`config.mk`:
```
export PLATFORM = sky130hd
export DESIGN_NAME = signed_alu_sched
export DESIGN_NICKNAME = d
export VERILOG_FILES = /design/src/rtl/signed_alu_sched.sv
export SDC_FILE = /design/constraint.sdc
export NUM_CORES = 1
export LEC_CHECK = 0
export ABC_AREA = 1
export CAP_MARGIN = 20
export CORE_ASPECT_RATIO = 1.25
export CORE_MARGIN = 2
export CORE_UTILIZATION = 35
export CTS_CLUSTER_DIAMETER = 30
export DETAILED_ROUTE_END_ITERATION = 8
export PLACE_DENSITY = 0.54
export SYNTH_ARGS = -nofsm -noshare
export SYNTH_HDL_FRONTEND = slang
export SYNTH_SLANG_ARGS = --single-unit
export TNS_END_PERCENT = 50
```
`constraint.sdc`:
```
create_clock -name clk -period 4.6 [get_ports clk]
set_input_delay 0.92 -clock clk [delete_from_list [all_inputs] [get_ports clk]]
set_output_delay 0.92 -clock clk [all_outputs]
set_load 0.05 [all_outputs]
```
`src/rtl/signed_alu_sched.sv`:
```
// -----------------------------------------------------------------------------
// signed_alu_sched
//
// Round-robin scheduler sharing one signed W-bit ALU (add, sub, mul, gt, eq)
// among NREQ requesters. One operation is in flight at a time; the result is
// returned tagged with the owning requester index together with a signed
// overflow flag (add/sub) and an illegal-opcode flag.
//
// Parameters
//    W        operand width, two's complement
//    NREQ     number of requesters (2..8)
//    MUL_LAT  EXEC cycles spent on a multiply (>=1); every other op takes 1
//
// Ports
//    clk          rising-edge clock
//    rst_n        asynchronous active-low reset
//    req_valid    [NREQ]       per-requester request valid
//    req_ready    [NREQ]       one-hot accept strobe (combinational, IDLE only)
//    req_op       [3*NREQ]     per-requester opcode: 0 add, 1 sub, 2 mul,
//                              3 gt, 4 eq, 5..7 illegal
//    req_a        [W*NREQ]     per-requester operand a
//    req_b        [W*NREQ]     per-requester operand b
//    rsp_valid    result valid
//    rsp_ready    consumer accepts result
//    rsp_id       [$clog2(NREQ)] owner of the result
//    rsp_result   [2*W]        signed result
//    rsp_ovf      signed overflow (add/sub only)
//    rsp_err      illegal opcode
//    busy         high whenever an operation is in flight
//
// Build option
//    SIGNED_ALU_SAT_EN  when defined, add/sub clamp to the most positive or
//                       most negative W-bit value on overflow (rsp_ovf still
//                       reports 1). When undefined, add/sub wrap modulo 2^W.
//
// States
//    state | meaning
//    IDLE  | waiting for a request; grants the next valid requester
//    EXEC  | operation executing, cnt_q counts down the remaining cycles
//    RESP  | result presented, held until rsp_valid & rsp_ready
// -----------------------------------------------------------------------------
module signed_alu_sched #(
    parameter int W       = 8,
    parameter int NREQ    = 3,
    parameter int MUL_LAT = 3
) (
    input  logic                      clk,
    input  logic                      rst_n,
    input  logic [NREQ-1:0]           req_valid,
    output logic [NREQ-1:0]           req_ready,
    input  logic [3*NREQ-1:0]         req_op,
    input  logic [W*NREQ-1:0]         req_a,
    input  logic [W*NREQ-1:0]         req_b,
    output logic                      rsp_valid,
    input  logic                      rsp_ready,
    output logic [$clog2(NREQ)-1:0]   rsp_id,
    output logic [2*W-1:0]            rsp_result,
    output logic                      rsp_ovf,
    output logic                      rsp_err,
    output logic                      busy
);

    localparam int ID_W  = $clog2(NREQ);
    localparam int CNT_W = $clog2(MUL_LAT + 1);

    localparam logic [2:0] OP_ADD = 3'd0;
    localparam logic [2:0] OP_SUB = 3'd1;
    localparam logic [2:0] OP_MUL = 3'd2;
    localparam logic [2:0] OP_GT  = 3'd3;
    localparam logic [2:0] OP_EQ  = 3'd4;

    localparam logic [W-1:0] SAT_MAX = {1'b0, {(W-1){1'b1}}};
    localparam logic [W-1:0] SAT_MIN = {1'b1, {(W-1){1'b0}}};

    typedef enum logic [1:0] {
        ST_IDLE = 2'd0,
        ST_EXEC = 2'd1,
        ST_RESP = 2'd2
    } state_t;

    state_t state, state_nxt;

    logic [ID_W-1:0]  rr_ptr;
    logic [ID_W-1:0]  rr_ptr_nxt;
    logic [2:0]       op_q;
    logic [W-1:0]     a_q;
    logic [W-1:0]     b_q;
    logic [ID_W-1:0]  id_q;
    logic [CNT_W-1:0] cnt_q;

    logic             load_grant;
    logic             load_result;

    // -------------------------------------------------------------------------
    // Unpack the flat request buses
    // -------------------------------------------------------------------------
    logic [2:0]   op_arr [NREQ];
    logic [W-1:0] a_arr  [NREQ];
    logic [W-1:0] b_arr  [NREQ];

    always_comb begin
        for (int i = 0; i < NREQ; i++) begin
            op_arr[i] = req_op[i*3 +: 3];
            a_arr[i]  = req_a[i*W +: W];
            b_arr[i]  = req_b[i*W +: W];
        end
    end

    // -------------------------------------------------------------------------
    // Round-robin pick: first valid index at or after rr_ptr, with wrap.
    // The scan runs from the farthest offset down to offset 0 so the closest
    // valid requester is the last one written and therefore wins.
    // -------------------------------------------------------------------------
    logic            any_valid;
    logic [ID_W-1:0] grant_idx;
    logic [ID_W:0]   scan_idx;

    always_comb begin
        any_valid = 1'b0;
        grant_idx = '0;
        scan_idx  = '0;
        for (int i = NREQ - 1; i >= 0; i--) begin
            scan_idx = {1'b0, rr_ptr} + (ID_W+1)'(i);
            if (scan_idx >= (ID_W+1)'(NREQ)) begin
                scan_idx = scan_idx - (ID_W+1)'(NREQ);
            end
            if (req_valid[scan_idx[ID_W-1:0]]) begin
                any_valid = 1'b1;
                grant_idx = scan_idx[ID_W-1:0];
            end
        end
    end

    assign rr_ptr_nxt = (grant_idx == ID_W'(NREQ - 1)) ? '0 : grant_idx + 1'b1;

    // -------------------------------------------------------------------------
    // FSM
    // -------------------------------------------------------------------------
    always_ff @(posedge clk or negedge rst_n) begin
        if (!rst_n) begin
            state <= ST_IDLE;
        end else begin
            state <= state_nxt;
        end
    end

    always_comb begin
        state_nxt   = state;
        req_ready   = '0;
        load_grant  = 1'b0;
        load_result = 1'b0;
        case (state)
            ST_IDLE: begin
                if (any_valid) begin
                    req_ready[grant_idx] = 1'b1;
                    load_grant           = 1'b1;
                    state_nxt            = ST_EXEC;
                end
            end
            ST_EXEC: begin
                if (cnt_q == CNT_W'(1)) begin
                    load_result = 1'b1;
                    state_nxt   = ST_RESP;
                end
            end
            ST_RESP: begin
                if (rsp_ready) begin
                    state_nxt = ST_IDLE;
                end
            end
            default: begin
                state_nxt = ST_IDLE;
            end
        endcase
    end

    assign rsp_valid = (state == ST_RESP);
    assign busy      = (state != ST_IDLE);

    // -------------------------------------------------------------------------
    // ALU on the captured operands
    // -------------------------------------------------------------------------
    logic [W-1:0]          sum_w;
    logic [W-1:0]          diff_w;
    logic                  ovf_add;
    logic                  ovf_sub;
    logic [W-1:0]          add_w;
    logic [W-1:0]          sub_w;
    logic signed [2*W-1:0] a_ext;
    logic signed [2*W-1:0] b_ext;
    logic signed [2*W-1:0] prod;
    logic [2*W-1:0]        alu_res;
    logic                  alu_ovf;
    logic                  alu_err;

    always_comb begin
        sum_w   = a_q + b_q;
        diff_w  = a_q - b_q;
        // Overflow is only possible when the true result's sign is forced by
        // the operands; it shows up as the wrapped sign disagreeing with a.
        ovf_add = (a_q[W-1] == b_q[W-1]) && (sum_w[W-1]  != a_q[W-1]);
        ovf_sub = (a_q[W-1] != b_q[W-1]) && (diff_w[W-1] != a_q[W-1]);
`ifdef SIGNED_ALU_SAT_EN
        // On overflow the true result always carries a's sign.
        add_w   = ovf_add ? (a_q[W-1] ? SAT_MIN : SAT_MAX) : sum_w;
        sub_w   = ovf_sub ? (a_q[W-1] ? SAT_MIN : SAT_MAX) : diff_w;
`else
        add_w   = sum_w;
        sub_w   = diff_w;
`endif
        a_ext   = {{W{a_q[W-1]}}, a_q};
        b_ext   = {{W{b_q[W-1]}}, b_q};
        prod    = a_ext * b_ext;

        alu_res = '0;
        alu_ovf = 1'b0;
        alu_err = 1'b0;
        case (op_q)
            OP_ADD: begin
                alu_res = {{W{add_w[W-1]}}, add_w};
                alu_ovf = ovf_add;
            end
            OP_SUB: begin
                alu_res = {{W{sub_w[W-1]}}, sub_w};
                alu_ovf = ovf_sub;
            end
            OP_MUL: begin
                alu_res = prod;
            end
            OP_GT: begin
                alu_res = {{(2*W-1){1'b0}}, ($signed(a_q) > $signed(b_q))};
            end
            OP_EQ: begin
                alu_res = {{(2*W-1){1'b0}}, (a_q == b_q)};
            end
            default: begin
                alu_err = 1'b1;
            end
        endcase
    end

    // -------------------------------------------------------------------------
    // Operand capture, cycle counter and response registers
    // -------------------------------------------------------------------------
    always_ff @(posedge clk or negedge rst_n) begin
        if (!rst_n) begin
            rr_ptr     <= '0;
            op_q       <= '0;
            a_q        <= '0;
            b_q        <= '0;
            id_q       <= '0;
            cnt_q      <= '0;
            rsp_id     <= '0;
            rsp_result <= '0;
            rsp_ovf    <= 1'b0;
            rsp_err    <= 1'b0;
        end else begin
            if (load_grant) begin
                op_q   <= op_arr[grant_idx];
                a_q    <= a_arr[grant_idx];
                b_q    <= b_arr[grant_idx];
                id_q   <= grant_idx;
                cnt_q  <= (op_arr[grant_idx] == OP_MUL) ? CNT_W'(MUL_LAT) : CNT_W'(1);
                rr_ptr <= rr_ptr_nxt;
            end else if ((state == ST_EXEC) && (cnt_q != CNT_W'(1))) begin
                cnt_q <= cnt_q - 1'b1;
            end

            if (load_result) begin
                rsp_id     <= id_q;
                rsp_result <= alu_res;
                rsp_ovf    <= alu_ovf;
                rsp_err    <= alu_err;
            end
        end
    end

endmodule

```
==> After elaboration in Yosys (flattened, before gate mapping) <==
Index checks and enable logic that the tools add are counted.
{ "totals": {"reg_bits": 47, "latch_bits": 0, "ram_bits": 0, "rom_bits": 0, "inputBits": 63, "out_inout_bits": 25, "elab_cells": 103, "mem_count": 0} }
{ "op_classes": {"addsub": 9, "n_mul": 1, "div_mod_pow": 0, "magnitude_cmp": 10, "n_eq_ne": 18, "shift": 0, "mux": 43, "bitwise": 1, "n_reduce_logical": 10} }
{ "ops": {"columns": ["operator", "count"], "rows": [
  ["$pmux W16 S5", 1],
  ["$bmux W8 S2", 2],
  ["$mux W8", 4],
  ["$mux W2", 13],
  ["$mul A8 B8 Y16", 1],
  ["$lt A2 B3 Y1 const B", 4],
  ["$mux W1", 12],
  ["$mux W3", 4],
  ["$eq A3 B2 Y1 const B", 3],
  ["$add A8 B8 Y8", 1],
  ["$eq A8 B8 Y1", 1],
  ["$gt A8 B8 Y1", 1],
  ["$sub A8 B8 Y8", 1],
  ["$bmux W1 S2", 3],
  ["$bmux W3 S2", 1],
  ["$ge A3 B2 Y1 const B", 2],
  ["$pmux W2 S3", 1],
  ["$sub A2 B2 Y2 const B", 3],
  ["$reduce_or A5 Y1", 1],
  ["$eq A2 B1 Y1 const B", 2],
  ["$eq A2 B2 Y1 const B", 2],
  ["$logic_and A1 B1 Y1", 4],
  ["$ne A2 B1 Y1 const B", 2],
  ["$ne A2 B2 Y1 const B", 2],
  ["other kinds (18)", 21]
]} }

==> Longest topological paths before layout <==
Gate-level depths: netlist of the first run.
{ "logic_depth": {"word_depth": 15, "depth_mapped": 24, "depth_no_buf": 23} }

==> Worst setup path after synthesis of the first run <==
No wires, ideal clock.
{ "synth_timing": {"path_type": "register to register", "start": "register a_q[7]", "end": "register rsp_result[15]", "setup_ns": 0.118, "t_arrival_ns": 4.149, "required_ns": 4.482, "path_slack_ns": 0.334, "stages_incl_launch_ff": 22, "path_buffers": 1, "synth_period_minus_slack_ns": 4.266, "cell_sequence": "dfrtp_1 clkbuf_1 nand2_1 inv_1 fa_1 inv_1 fa_1 inv_1 fa_1 inv_1 fa_1 inv_1 ha_1 nand2_1 nor3_1 nand3_1 nand3_1 nand3_1 nand3_1 nand2_1 nand2_1 nand2_1"} }
{ "synth_via": {"elab_chain_cells": 2, "elab_cells_between_ends": 4, "classes_between": "add/sub (2); mul (1); mux (1)"} }
{ "synth_rtl": {"columns": ["item", "line_no", "text"], "rows": [
  ["from (decl)", "86", "logic [W-1:0] a_q;"],
  ["from (signal assigned)", "260", "a_q <= a_arr[grant_idx];"],
  ["$mul A8 B8 Y16, or another cell as far along", "213", "prod = a_ext * b_ext;"],
  ["$pmux W16 S5 (*)", "218", "case (op_q)"],
  ["to (signal assigned)", "271", "rsp_result <= alu_res;"],
  ["to (decl)", "57", "output logic [2*W-1:0] rsp_result,"]
]} }
Every way passes the cells marked *; elsewhere a longest branch is shown, timed or not.
A chain may end at the register's enable or synchronous reset.

==> Worst setup path after layout of the first run <==
{ "layout_timing": {"start": "register b_q[4]", "end": "register rsp_result[15]"} }
{ "layout_via": {"elab_chain_cells": 2, "elab_cells_between_ends": 4, "classes_between": "add/sub (2); mul (1); mux (1)"} }
{ "layout_rtl": {"columns": ["item", "line_no", "text"], "rows": [
  ["from (decl)", "87", "logic [W-1:0] b_q;"],
  ["from (signal assigned)", "261", "b_q <= b_arr[grant_idx];"],
  ["$mul A8 B8 Y16, or another cell as far along", "213", null],
  ["$pmux W16 S5 (*)", "218", null]
]} }
Marked as above.

==> results of run 1 <==
## worst max-delay path: stages (launching register included)
cell,delay (ps)
dfrtp_2,420
ha_1,190
inv_1,90
fa_1,550
inv_1,50
fa_1,460
fa_1,540
inv_1,60
fa_1,520
inv_1,40
ha_1,350
inv_1,80
o21ai_0,210
a21oi_2,110
inv_1,60
nand2_1,40
nand3_1,80
nand3_1,80
nand3_1,90
nand2_1,60
nand2_1,70
nand2_1,60
## per-stage QoR
| step | worst slack (ps) | std cells | util |
|---|---|---|---|
| after floorplan | 334 | 853 | - |
| after global placement | 5.37 | 1151 | 0.426 |
| after detailed placement | 17.4 | 1151 | 0.426 |
| after CTS | 0.815 | 1159 | 0.436 |
| after global routing | -17.4 | 1160 | 0.440 |
| final | 269 | 1160 | 0.440 |
## what timing repair did
action                                  in CTS  in global routing
hold buffers                                 0                  0
endpoints found under the setup margin       0                  6
setup buffers                                0                  1
resized for setup                            0                 21
hold endpoints to repair                     0                  0
## layout by cell type, fill, tap and decap left out, drive strengths merged, types with 2 or more instances in the layout
cell	n
a21o	7
a21oi	49
a22oi	10
a31oi	6
buf	22
clkbuf	5
clkdlybuf4s50	85
dfrtp	47
fa	57
ha	48
inv	198
nand2	204
nand3	45
nand4	4
nor2	76
nor3	7
o21a	2
o21ai	45
or2	5
xnor2	3
xor2	3
## area by class of cell
| type | instances | area, sq um | share of cell area |
|---|---|---|---|
| clock buffers | 5 | 125 | 0.0169 |
| clock inverters | 3 | 46.3 | 0.00625 |
| inverters | 197 | 742 | 0.100 |
| multi-input cells | 581 | 4020 | 0.542 |
| flip-flops and latches | 47 | 1190 | 0.160 |
| well taps | 220 | 275 | 0.0372 |
| repair buffers | 107 | 1010 | 0.137 |
## per-layer routing
layer / up-vias / wire (um) / track usage
met4: 0 / 526 / 0.0638
met5: - / 0 / 0
met3: 26 / 579 / 0.0260
met1: 2459 / 6860 / 0.225
met2: 115 / 8050 / 0.344
li1: 2777 / - / -
## registers in the layout, summed over array words and instances, names as in the netlist
register / flops
b_q: 8
a_q: 8
rr_ptr: 2
rsp_result: 16
cnt_q: 2
op_q: 3
rsp_id: 2
rsp_ovf: 1
rsp_err: 1
state: 2
id_q: 2
## logic make-up (layout without fill, tap and decap cells)
logic type / count (synthesis) / count (layout) / synth area share
DFF: 47 / 47 / 0.195
buffers and inverters: 225 / 312 / 0.146
AOI/OAI and AO/OA: 126 / 126 / 0.124
adders and majority gates: 105 / 105 / 0.289
and+or+nand+nor: 344 / 344 / 0.237
xor gates and xnor gates: 6 / 6 / 0.00871
## how the worst max path moves through the flow
stage / startpoint / slack [ps] / endpoint / cells after the start
2_1_floorplan: a_q[7] / 330 / rsp_result[15] / 21
3_3_place_gp: a_q[4] / 5 / rsp_result[13] / 19
3_5_place_dp: b_q[7] / 20 / rsp_result[15] / 17
4_1_cts: b_q[7] / 0.8 / rsp_result[15] / 17
5_1_grt: b_q[4] / -20 / rsp_result[15] / 22
6_report: b_q[4] / 270 / rsp_result[15] / 21
==> out/qor.csv, run 1 <==
stage,metric,value,unit
timing,minimum clock period,4330,ps
outcome,outcome,"complete, no violations",
cells_and_area,share of layout cells above drive strength 1,0.0819,
synthesis,most common cell in the netlist,nand2_1,
hold_path,Worst Hold Class,reg -> reg,
synthesis,Yosys top cell area share,0.195,
global_route,number of global-route vias before repair,5612,
cells_and_area,Synth-to-Final Area Change,22.7,%
clock_tree,H-Tree Depth,2,
cells_and_area,filler instances,1813,
synthesis,synthesized area per cell,7.08,sq um
worst_setup_path,Worst R2R Start,b_q[4],
clock_tree,CTS root buf,clkbuf_16,
run,Max-Cap Viols,0,
route,Total Wirelength,16000,um
global_route,first-pass GRT wire length,26900,um
route,Antenna Nets Post-Route,0,
synthesis,ranking of synthesized cells by area,"dfrtp_1 (19%), fa_1 (19%), nand2_1 (12%)",
route,1st-iter DRT viols,281,
floorplan,Die W,121,um
timing,Rel. slew slack,0.347,
cells_and_area,Final nets,1107,
worst_setup_path,Critical Path Fanout Max,6,
placement,routability congestion estimate,0.932,
clock_tree,"Clk Latency, worst-skew pair",310,ps
clock_tree,worst-case clock buffer depth,2,
synthesis,net count after synthesis,1021,
worst_setup_path,FF-to-FF End,rsp_result[15],
synthesis,Commonest cells post-synth,"nand2_1 (200), inv_1 (191), nor2_1 (73)",
route,routed vias/inst,4.64,
global_route,gr usage total,0.188,
route,total number of vias,5377,
cells_and_area,# diodes,0,
hold_path,hold path depth,1,
worst_setup_path,critical path type,reg -> reg,
synthesis,Syn Inst Count,853,
clock_tree,Clock Pin Slew Worst Setup and Hold Paths,70,ps
placement,HPWL after DPL,13500,um
floorplan,Die Span Y,151,um
synthesis,Synth area leader,dfrtp_1,
global_route,initial antenna violation count,0,
timing,final slew viol count,0,
timing,Tcrit/Tclk final,0.941,
synthesis,#FFs+latches synth,47,
clock_tree,CTS tree,done,
worst_setup_path,Critical Path AT,4530,ps
timing,setup_tns,0,ps
clock_tree,TritonCTS buffer count,5,
timing,RSZ-0062 raised after global routing,yes,
floorplan,io pins,88,
worst_setup_path,worst r2r path cells,21,
floorplan,Starting Density,0.358,
route,Pre-Repair DR Iteration Count,4,
cells_and_area,final non-filler cell area,7400,sq um
global_route,largest net degree at the start of global routing,48,
floorplan,die area,18300,sq um
placement,PortBufs,87,
worst_setup_path,Critical Path RT,4800,ps
hold_path,min-delay src,rsp_result[2],
placement,Placed Area,7180,sq um
synthesis,Unique masters post-synth,45,
timing,endpoints failing hold,0,
synthesis,share of flip-flops with an asynchronous set or reset,1.00,
floorplan,Core Region,16800,sq um
synthesis,Ys Warns,0,
timing,worst hold slack,477,ps
route,DRC Markers,0,
timing,Worst Tran Pin Value,977,ps
worst_setup_path,Setup crit end kind,flop,
hold_path,hold endpoint,rsp_result[2],
route,drt wl/cell,13.8,um
timing,skew final,6.67,ps
clock_tree,total clock sinks,47,
floorplan,number of cell rows,53,
timing,setup violators final,0,
synthesis,ys flop type,dfrtp_1,
global_route,grt ovf,0,
synthesis,"Seq/Total Area, Yosys",0.195,
timing,Peak Freq,231,MHz
synthesis,netlist area before placement,6040,sq um
worst_setup_path,worst reg2reg setup slack,270,ps
worst_setup_path,Worst Setup Start Kind,flop,
synthesis,Post-synth EDFFs,0,
Power of run 1 is left out: the tool's default activity adds up to more than one toggle a clock period on the data nets, which glitch-free logic cannot reach.
==> inputs of run 2 (changes only) <==
--- a/config.mk
+++ b/config.mk
@@ -7,7 +7,7 @@
 export LEC_CHECK = 0
 export ABC_AREA = 1
 export CAP_MARGIN = 20
-export CORE_ASPECT_RATIO = 1.25
+export CORE_ASPECT_RATIO = 1.4
 export CORE_MARGIN = 2
 export CORE_UTILIZATION = 35
 export CTS_CLUSTER_DIAMETER = 30
==> out/qor.csv, run 2 (same netlist as run 1, synthesis figures left out) <==
stage,metric,value,unit,change
outcome,outcome,"complete, no violations",,
global_route,gr usage total,0.193,,+0.00462
floorplan,Die W,115,um,-5.3%
global_route,largest net degree at the start of global routing,48,,unchanged
cells_and_area,filler instances,1743,,-3.9%
placement,routability congestion estimate,0.973,,+4.4%
global_route,grt ovf,0,,unchanged
floorplan,io pins,88,,unchanged
global_route,initial antenna violation count,0,,unchanged
clock_tree,CTS root buf,clkbuf_16,,
timing,setup violators final,0,,unchanged
route,DRC Markers,0,,unchanged
timing,Tcrit/Tclk final,0.946,,+0.00409
worst_setup_path,Worst Setup Start Kind,flop,,
cells_and_area,Final nets,1112,,+0.45%
worst_setup_path,Critical Path RT,4790,ps,about the same
worst_setup_path,critical path type,reg -> reg,,
route,Total Wirelength,16700,um,+4.5%
worst_setup_path,Critical Path Max Stage Delay,550,ps,about the same
cells_and_area,Synth-to-Final Area Change,23.5,%,
placement,HPWL after DPL,13900,um,+2.9%
clock_tree,Clock Pin Slew Worst Setup and Hold Paths,70,ps,about the same
timing,Peak Freq,230,MHz,-0.43%
cells_and_area,Largest Register,rsp_result,,
cells_and_area,largest registers,"rsp_result (16), a_q (8), b_q (8)",,
route,Antenna Nets Post-Route,0,,unchanged
route,routed vias/inst,4.74,,+2.2%
timing,minimum clock period,4350,ps,+18.8 ps
cells_and_area,most frequent cells in the layout,"nand2_1 (200), inv_1 (190), clkdlybuf4s50_1 (85)",,
run,Max-Cap Viols,0,,unchanged
floorplan,Starting Density,0.359,,+0.000587
floorplan,Core Region,16800,sq um,-0.16%
route,total number of vias,5439,,+1.2%
clock_tree,total clock sinks,47,,unchanged
global_route,first-pass GRT wire length,28100,um,+4.4%
floorplan,die area,18300,sq um,about the same
clock_tree,worst-case clock buffer depth,2,,unchanged
cells_and_area,# diodes,0,,unchanged
global_route,number of global-route vias before repair,5766,,+2.7%
clock_tree,"Clk Latency, worst-skew pair",300,ps,about the same
worst_setup_path,Critical Path AT,4540,ps,about the same
worst_setup_path,Critical Path Fanout Max,6,,unchanged
worst_setup_path,slowest CP cell,fa_1,,
route,drt wl/cell,14.6,um,+5.5%
cells_and_area,max reg flops,16,,unchanged
floorplan,number of cell rows,56,,+5.7%
placement,PortBufs,87,,unchanged
floorplan,Die Span Y,159,um,+5.7%
cells_and_area,final non-filler cell area,7460,sq um,+0.71%
worst_setup_path,CP cell instances,"ha_2, inv_1, fa_1, inv_1, fa_1, fa_1, inv_1, fa_1, inv_1, ha_4, inv_1, o21ai_0, a21oi_2, inv_1, nand2_1, nand3_1, nand3_1, nand3_1, nand2_1, nand2_1, nand2_1",,
worst_setup_path,Most common cell on crit path,inv_1,,
worst_setup_path,worst reg2reg setup slack,250,ps,-20 ps
timing,endpoints failing hold,0,,unchanged
cells_and_area,share of layout cells above drive strength 1,0.0868,,+0.00486
cells_and_area,"commonest non-fill, non-tap cell in the layout",nand2_1,,
timing,skew final,2.63,ps,-4.04 ps
route,1st-iter DRT viols,327,,+16%
timing,setup_tns,0,ps,unchanged
clock_tree,H-Tree Depth,2,,unchanged
clock_tree,CTS tree,done,,
timing,Rel. slew slack,0.575,,+0.228
hold_path,Worst Hold Class,reg -> reg,,
clock_tree,hold_buf cts,0,,unchanged
timing,final slew viol count,0,,unchanged
placement,Placed Area,7180,sq um,about the same
clock_tree,TritonCTS buffer count,5,,unchanged
timing,Worst Tran Pin Value,638,ps,-339 ps
route,Pre-Repair DR Iteration Count,4,,unchanged
worst_setup_path,Setup crit end kind,flop,,
run 2: routing by layer:
layer  GRT usage  vias to the layer above  routed length, um
li1            -                     2791                  -
met1       0.219                     2502               6690
met2       0.360                      112               8940
met3      0.0171                       34                421
met4      0.0805                        0                678
met5           0                        -                  0
run 2: path summary, 6_finish.rpt:
path | depth (start not counted) | endpoint | start
worst min register to register | 2 | rsp_result[11] | rsp_result[11]
worst max-delay path | 21 | rsp_result[15] | a_q[4]
worst min-delay path | 2 | rsp_result[11] | rsp_result[11]
min in group asynchronous | 2 | b_q[7] | rst_n
worst max register to register | 21 | rsp_result[15] | a_q[4]
max in group asynchronous | 2 | a_q[5] | rst_n
run 2: through the flow:
| stage | hold WS (ps) | worst slack [ps] | instances | utilization |
|---|---|---|---|---|
| 2_1_floorplan | 478 | 334 | 853 | - |
| 3_3_place_gp | 467 | -30.6 | 1137 | 0.427 |
| 3_5_place_dp | 469 | -61.4 | 1137 | 0.427 |
| 4_1_cts | 486 | 10.9 | 1145 | 0.437 |
| 5_1_grt | 509 | -8.33 | 1148 | 0.443 |
| 6_report | 482 | 250 | 1148 | 0.443 |
run 2: worst max-delay path, delay by kind of cell (launching register included):
family	cells	cell delay [ps]
adder cells (fa/ha/maj)	6	2610
AND/OR/NAND/NOR	7	500
flip-flops	1	420
buffers and inverters	6	360
AO/OA/AOI/OAI	2	350
run 2: timing repair:
action,CTS,global route
resized for setup,2,19
pin swaps,0,2
endpoints found under the setup margin,1,6
setup buffers,0,3
run 2: final cells by class:
class	instances	area, sq um	area share
Tap cell	203	254	0.0341
Multi-Input combinational cell	581	4060	0.544
Sequential cell	47	1180	0.159
Timing Repair Buffer	112	1050	0.141
Inverter	197	742	0.0995
Clock inverter	3	46.3	0.00621
Clock buffer	5	125	0.0168
Power of run 2 is left out for the same reason.
